<file path="config.mk">
export PLATFORM = sky130hd
export DESIGN_NAME = div_bcd_converter
export DESIGN_NICKNAME = d
export VERILOG_FILES = /design/src/rtl/div_bcd_converter.sv
export SDC_FILE = /design/constraint.sdc
export NUM_CORES = 1
export LEC_CHECK = 0
export ABC_AREA = 1
export ABC_CLOCK_PERIOD_IN_PS = 1300
export CAP_MARGIN = 20
export CORE_MARGIN = 5
export CORE_UTILIZATION = 45
export CTS_CLUSTER_SIZE = 28
export DETAILED_ROUTE_END_ITERATION = 16
export PLACE_DENSITY = 0.7
export SLEW_MARGIN = 20
export SYNTH_ARGS = -nofsm -noshare
export SYNTH_HDL_FRONTEND = slang
export SYNTH_SLANG_ARGS = --single-unit
</file>
<file path="constraint.sdc">
create_clock -name CLK -period 1.3 [get_ports CLK]
set_clock_uncertainty 0.15 [all_clocks]
set_input_delay 0.26 -clock CLK [delete_from_list [all_inputs] [get_ports CLK]]
set_output_delay 0.26 -clock CLK [all_outputs]
set_load 0.01 [all_outputs]
</file>
<file path="src/rtl/div_bcd_converter.sv">
// Divider back end: captures quotient/remainder/error and converts both operands to packed BCD
// with a bit-serial double dabble, one bit per clock, both operands in parallel.

module div_bcd_lane #(
  parameter int W      = 8,
  parameter int DIGITS = 3
) (
  input  logic [4*DIGITS-1:0] bcd_i,
  input  logic [W-1:0]        bin_i,
  output logic [4*DIGITS-1:0] bcd_o,
  output logic [W-1:0]        bin_o
);
  logic [4*DIGITS-1:0] adj;

  // Each digit is corrected independently; >=5 becomes >=8 so the shift carries into the next digit.
  always_comb begin
    adj = bcd_i;
    for (int d = 0; d < DIGITS; d++)
      if (bcd_i[4*d +: 4] >= 4'd5) adj[4*d +: 4] = bcd_i[4*d +: 4] + 4'd3;
  end

  assign {bcd_o, bin_o} = {adj[4*DIGITS-2:0], bin_i, 1'b0};
endmodule

module div_bcd_converter #(
  parameter int W      = 8,
  parameter int DIGITS = 3
) (
  input  logic                CLK,
  input  logic                RST,
  input  logic                start,
  input  logic                er,
  input  logic [W-1:0]        Coc,
  input  logic [W-1:0]        Res,
  output logic                busy,
  output logic                done,
  output logic                err,
  output logic [4*DIGITS-1:0] Coc_bcd,
  output logic [4*DIGITS-1:0] Res_bcd
);
  localparam int NUM_LANES = 2;
  localparam int CW        = $clog2(W + 1);

  typedef enum logic {IDLE, CONV} state_t;

  state_t                                 state;
  logic [CW-1:0]                          cnt;
  logic [NUM_LANES-1:0][W-1:0]            bin_q, bin_n;
  logic [NUM_LANES-1:0][4*DIGITS-1:0]     bcd_q, bcd_n;

  // Lane 0 carries the quotient, lane 1 the remainder.
  for (genvar g = 0; g < NUM_LANES; g++) begin : g_lane
    div_bcd_lane #(.W(W), .DIGITS(DIGITS)) u_lane (
      .bcd_i (bcd_q[g]),
      .bin_i (bin_q[g]),
      .bcd_o (bcd_n[g]),
      .bin_o (bin_n[g])
    );
  end

  always_ff @(posedge CLK) begin
    if (RST) begin
      state   <= IDLE;
      cnt     <= '0;
      bin_q   <= '0;
      bcd_q   <= '0;
      busy    <= 1'b0;
      done    <= 1'b0;
      err     <= 1'b0;
      Coc_bcd <= '0;
      Res_bcd <= '0;
    end else begin
      done <= 1'b0;
      case (state)
        IDLE: begin
          if (start) begin
            if (er) begin
              err     <= 1'b1;
              Coc_bcd <= '0;
              Res_bcd <= '0;
              done    <= 1'b1;
            end else begin
              bin_q <= {Res, Coc};
              bcd_q <= '0;
              cnt   <= CW'(W);
              busy  <= 1'b1;
              state <= CONV;
            end
          end
        end
        CONV: begin
          bin_q <= bin_n;
          bcd_q <= bcd_n;
          cnt   <= cnt - CW'(1);
          // Final shift: publish the post-shift accumulators directly so done lands after edge W.
          if (cnt == CW'(1)) begin
            Coc_bcd <= bcd_n[0];
            Res_bcd <= bcd_n[1];
            err     <= 1'b0;
            done    <= 1'b1;
            busy    <= 1'b0;
            state   <= IDLE;
          end
        end
        default: state <= IDLE;
      endcase
    end
  end
endmodule

</file>
* Word-level counts from Yosys, hierarchy flattened *
Index checks and enable logic that the tools add are counted.

word-level totals
  flip-flop bits (word level) = 72
  latch bits = 0
  memory bits (writable) = 0
  memory bits (read-only) = 0
  input bits = 20
  output and inout bits = 27
  logic and storage cells = 69
  memories kept = 0

operators by class
  add/subtract/negate cells = 7
  multipliers = 0
  divide/modulo/power cells = 0
  order comparisons = 6
  equality and inequality tests = 5
  shift-type cells = 0
  multiplexer cells = 36
  bitwise logic cells = 1
  reduce and logical (&&, ||, !) cells = 3

operators by type and width
  cell                   count
  $mux W12               4
  $mux W24               2
  $pmux W12 S2           2
  $pmux W24 S2           1
  $mux W16               2
  $pmux W16 S2           1
  $ge A4 B3 Y1 const B   6
  $mux W4                6
  $add A4 B2 Y4 const B  4
  $mux W1                11
  $pmux W1 S2            4
  $pmux W4 S2            1
  $add A3 B2 Y3 const B  2
  $mux W3                2
  $ne A2 B2 Y1 const B   3
  $reduce_and A3 Y1      2
  $eq A4 B1 Y1 const B   1
  $sub A4 B1 Y4 const B  1
  $ne A2 B1 Y1 const B   1
  $reduce_and A2 Y1      1
  $not A1 Y1             1

* Logic depth before layout (Yosys ltp) *
  word-level depth = 4
  depth in mapped cells = 10

* Hierarchy *
Synthesis repeated with hierarchy kept, for this count alone.

second synthesis, totals
  cell total of the unflattened synthesis = 597
  area, all modules = 3927.5 µm²

modules (own cells, without submodules)
  module             instances  cells each  area each (µm²)  sequential area each (µm²)
  div_bcd_converter  1          453         3109.2           1441.4
  div_bcd_lane       2          72          409.1            0.0

* Worst setup path before layout *
No wires, ideal clock.

  kind = flip-flop to flip-flop
  start point = register bcd_q[0] (netlist name)
  end point = register Coc_bcd[4]
  setup time = 0.064 ns
  data arrival time = 1.144 ns
  path slack = -0.058 ns
  stages on the path, launching flop included = 10
  clock period less this slack = 1.358 ns
  cell sequence = dfxtp_1 inv_1 ha_1 inv_1 nand2_1 nand3_1 nand2_1 nor2_1 nor2_1 nor2_1

between the ends
  longest elaborated chain between the ends = 4
  elaborated cells between the ends (all ways) = 5
  those cells by class = add/sub: 1; order compare: 1; mux: 3

ends and longest elaborated chain
  element                                        RTL line  RTL
  from (decl)                                    49        logic [NUM_LANES-1:0][4*DIGITS-1:0] bcd_q, bcd_n;
  from (signal assigned)                         93        bcd_q <= bcd_n;
  $add A4 B2 Y4 or $ge A4 B3 Y1 (tied branches)  19        if (bcd_i[4*d +: 4] >= 4'd5) adj[4*d +: 4] = bcd_i[4*d +: 4] + 4'd3;
  $mux W4 (*)                                    19
  $mux W12 (*)                                   96        if (cnt == CW'(1)) begin
  $pmux W12 S2 (*)                               74        case (state)
  to (signal assigned)                           97        Coc_bcd <= bcd_n[0];
  to (decl)                                      38        output logic [4*DIGITS-1:0] Coc_bcd,

Mark *: on every way between the ends. The rest lies on a longest branch, timed or not. The select of a mux whose other input is x is not followed.
A chain may end at the register's enable or synchronous reset.

* Worst setup path in the final report *
  start point = register state
  end point = register cnt[3]

between the ends
  longest elaborated chain between the ends = 3
  elaborated cells between the ends (all ways) = 5
  those cells by class = eq/ne: 2; mux: 1; bitwise: 1; reduce/logical: 1

ends and longest elaborated chain
  element                             RTL line  RTL
  from (decl)                         46        state_t state;
  from (signal assigned)              63        state <= IDLE;
  from (signal assigned)              87        state <= CONV;
  from (signal assigned)              102       state <= IDLE;
  $not A1 Y1                          n/a
  $ne A2 B2 Y1 (no source line)       n/a
  $reduce_and A2 Y1 (no source line)  n/a
  to (signal assigned)                85        cnt <= CW'(W);
  to (signal assigned)                94        cnt <= cnt - CW'(1);
  to (decl)                           47        logic [CW-1:0] cnt;

Parallel ways exist; a longest one is shown, timed or not.

==> qor.txt <==
H-tree depth - 3
Reg-to-Reg End - cnt[3]
Synth top cells by count - 144 x nand2_1, 72 x dfxtp_1, 41 x a21oi_1, 38 x nor2_1, 35 x inv_1
Syn Inst Count - 464
CP Class - reg2reg
Antenna violations before repair - 0
Die Ht - 97.3 microns
Unrepaired setup endpoints after global routing - true
Reg-to-Reg Start - state
Asr flop ratio synth - 0%
Maximum clock frequency - 715 MHz
Slew of the pin with the lowest slew margin - 0.361 ns
Worst Setup Slack, final - -0.0992 ns
DR vias - 3460
Worst reg2reg path depth - 5
Synth Warn # - 0
Final min period - 1.40 ns
I/O pins - 47
Count leader, synth - nand2_1
Max-slew violations - 0
Failing checks - setup timing
Total CTS buffers - 9
GRT Overall Usage - 19.9%
Mapped Area - 3430 sq um
Top FF cell, synth - dfxtp_1
Post-synthesis sequential area ratio - 42.0%
Leak pwr - 2.33 nW
Largest net degree at the start of global routing - 21
DRT Pass-1 Iters - 4
Worst Path Arrival - 1.50 ns
# clock sinks - 72
EDFF count, synth - 0
Initial Util - 46.8%
Fraction of layout cells with a size suffix above 1 - 45.7%
Syn nets - 498
Startpoint Class - register
Hold endpoint - busy
Yosys top cell by area - dfxtp_1
FF+latch count, synth - 72
Die W - 97.3 microns
Syn_area_per_cell - 7.39 sq um
Detail Route Antenna Nets - 0
First-pass GRT wire length - 15700 microns
Critical Path Sink Type - register
Worst R2R Setup Slack - -0.1 ns
DRC viols - 0
Hold Fails Final Rpt - 0
Synth top area cells - dfxtp_1 42%, nand2_1 16%, a21oi_1 6.0%, ha_1 5.1%, nor2_1 4.2%
Die ar. - 9460 sq um
Core ar. - 7330 sq um
Placement Rows - 31
Hold Path Class - reg2reg
Antenna diodes - 0
Peak supply drop - 606 uV
Via density - 5.25
Worst path required time - 1.40 ns
Layout net count - 591
Routed WL per cell - 15.4 microns
Slew headroom - 75.9%
Iteration-0 DRC Markers - 128
Clock Latency Late Sink - 0.36 ns
Synth cell types - 32
Fillers - 514
Min-delay src - busy
Port buffer count - 46
Routability cong. - 0.789
Status - finished, violations left
Final HPWL DP - 5950 microns
MaxCap Viol Count - 0
Root Buffer - clkbuf_8
Period Utilization, post-route - 108%
Setup WS pre-CTS - -0.421 ns
TritonCTS clock tree - built
Clock input transition at the sequential cells of the worst setup and hold paths - 0.07 ns
Tot Pwr - 4.87 mW
Area grow syn2layout - 52.5%
Drt total wl - 10100 microns
Vias in the first global route - 3342
Top cell type's share of synthesized area - 42.0%
Hold Path Depth - 2
Max clock buf depth - 2
Final Setup Violations - 53
Crit-path max FO - 8
PD cells - 931 nW/um^2
Grt ovf - 0
## per-layer routing
layer	global-route usage (%)	wire, microns	up-vias
met3	5.53	464	21
met4	6.60	187	0
li1	-	-	1709
met5	0	0	-
met1	23.6	4230	1635
met2	34.7	5240	95
## worst max-delay path by stage
| stage | startpoint | end | cells after the start |
|---|---|---|---|
| 6_report | state | cnt[3] | 5 |
| 5_1_grt | cnt[1] | Res_bcd[8] | 7 |
| 4_1_cts | state | bin_q[1] | 7 |
| 3_5_place_dp | er | bcd_q[11] | 8 |
| 3_3_place_gp | er | bin_q[9] | 8 |
| 2_1_floorplan | bcd_q[4] | Coc_bcd[8] | 9 |
## area by class of cell
cell class / count / area (sq um) / share of cell area [%]
clock buffer: 14 / 173 / 3.30
inverter: 38 / 180 / 3.45
multi-input combinational: 332 / 2280 / 43.7
sequential: 72 / 1480 / 28.4
tap: 99 / 124 / 2.37
timing repair buffer: 104 / 985 / 18.8
## where the power goes
group          total [mW]  switching, mW  internal, mW
sequential           2.36         0.0548          2.30
clock                1.63          0.798         0.831
combinational       0.878          0.456         0.422
## registers in the layout, summed over array words and instances (netlist names)
signal and flops:
err 1, Res_bcd 12, done 1, cnt 4, Coc_bcd 12, busy 1
state 1, bcd_q 24, bin_q 16
## cells by family (layout without fill, tap and decap cells)
| logic type | count (synthesis) | after routing | synth area share, % |
|---|---|---|---|
| fa+ha+maj | 14 | 14 | 5.11 |
| buf+inv | 60 | 156 | 8.83 |
| flops | 72 | 72 | 42.0 |
| compound gates | 72 | 72 | 11.5 |
| simple gates | 246 | 246 | 32.5 |
## through the flow
step	hold WS, ns	cells	cell area, sq um	TNS, ns	util [%]
detailed placement	0.305	632	4300	-25.50	58.7
floorplan	0.257	464	3460	0	-
finish	0.317	659	5230	-2.51	71.3
CTS	0.303	655	4780	-2.33	65.2
global route	0.325	659	5230	-6.21	71.3
global placement	0.299	632	4300	-23.21	58.7
## critical path: stages (launching register included)
cell and delay (ns):
dfxtp_4 0.36, buf_8 0.13, buf_4 0.16, nand4_1 0.16
o21ai_0 0.28, nor2_2 0.05
## timing repair
action | CTS | global route
buffers inserted | 7 | 3
gates resized for setup | 228 | 99
setup endpoints to repair | 94 | 71
gates cloned | 2 | 3
pin swaps | 34 | 33
hold buffers | 0 | 0
## layout by cell type (no fill, tap or decap), types with 2 or more instances in the layout
cell	Yosys	routed
buf_6	1	9
o21ai_1	0	3
dfxtp_1	72	47
nand3_4	1	7
ha_4	0	11
dlygate4sd2_1	0	2
clkbuf_8	0	12
buf_8	2	3
inv_1	35	13
a21oi_1	41	25
nor2_4	1	5
dfxtp_4	0	4
o21ai_2	0	4
clkbuf_16	0	3
nand3_2	0	8
nor2_2	1	5
inv_4	2	7
nand3_1	27	13
nand2_2	1	25
buf_2	6	27
inv_2	1	16
a21oi_2	1	17
clkbuf_1	6	2
buf_4	5	33
o21ai_0	10	3
clkdlybuf4s50_1	0	17
nand3b_1	13	13
dfxtp_2	0	21
nand4_1	13	13
nand2_1	144	104
o21bai_1	5	5
buf_12	1	8
a31oi_1	14	13
ha_2	0	2
nor2_1	38	30
nand2_4	2	17
nor3_2	2	2
(Power assumes the default switching activity.)
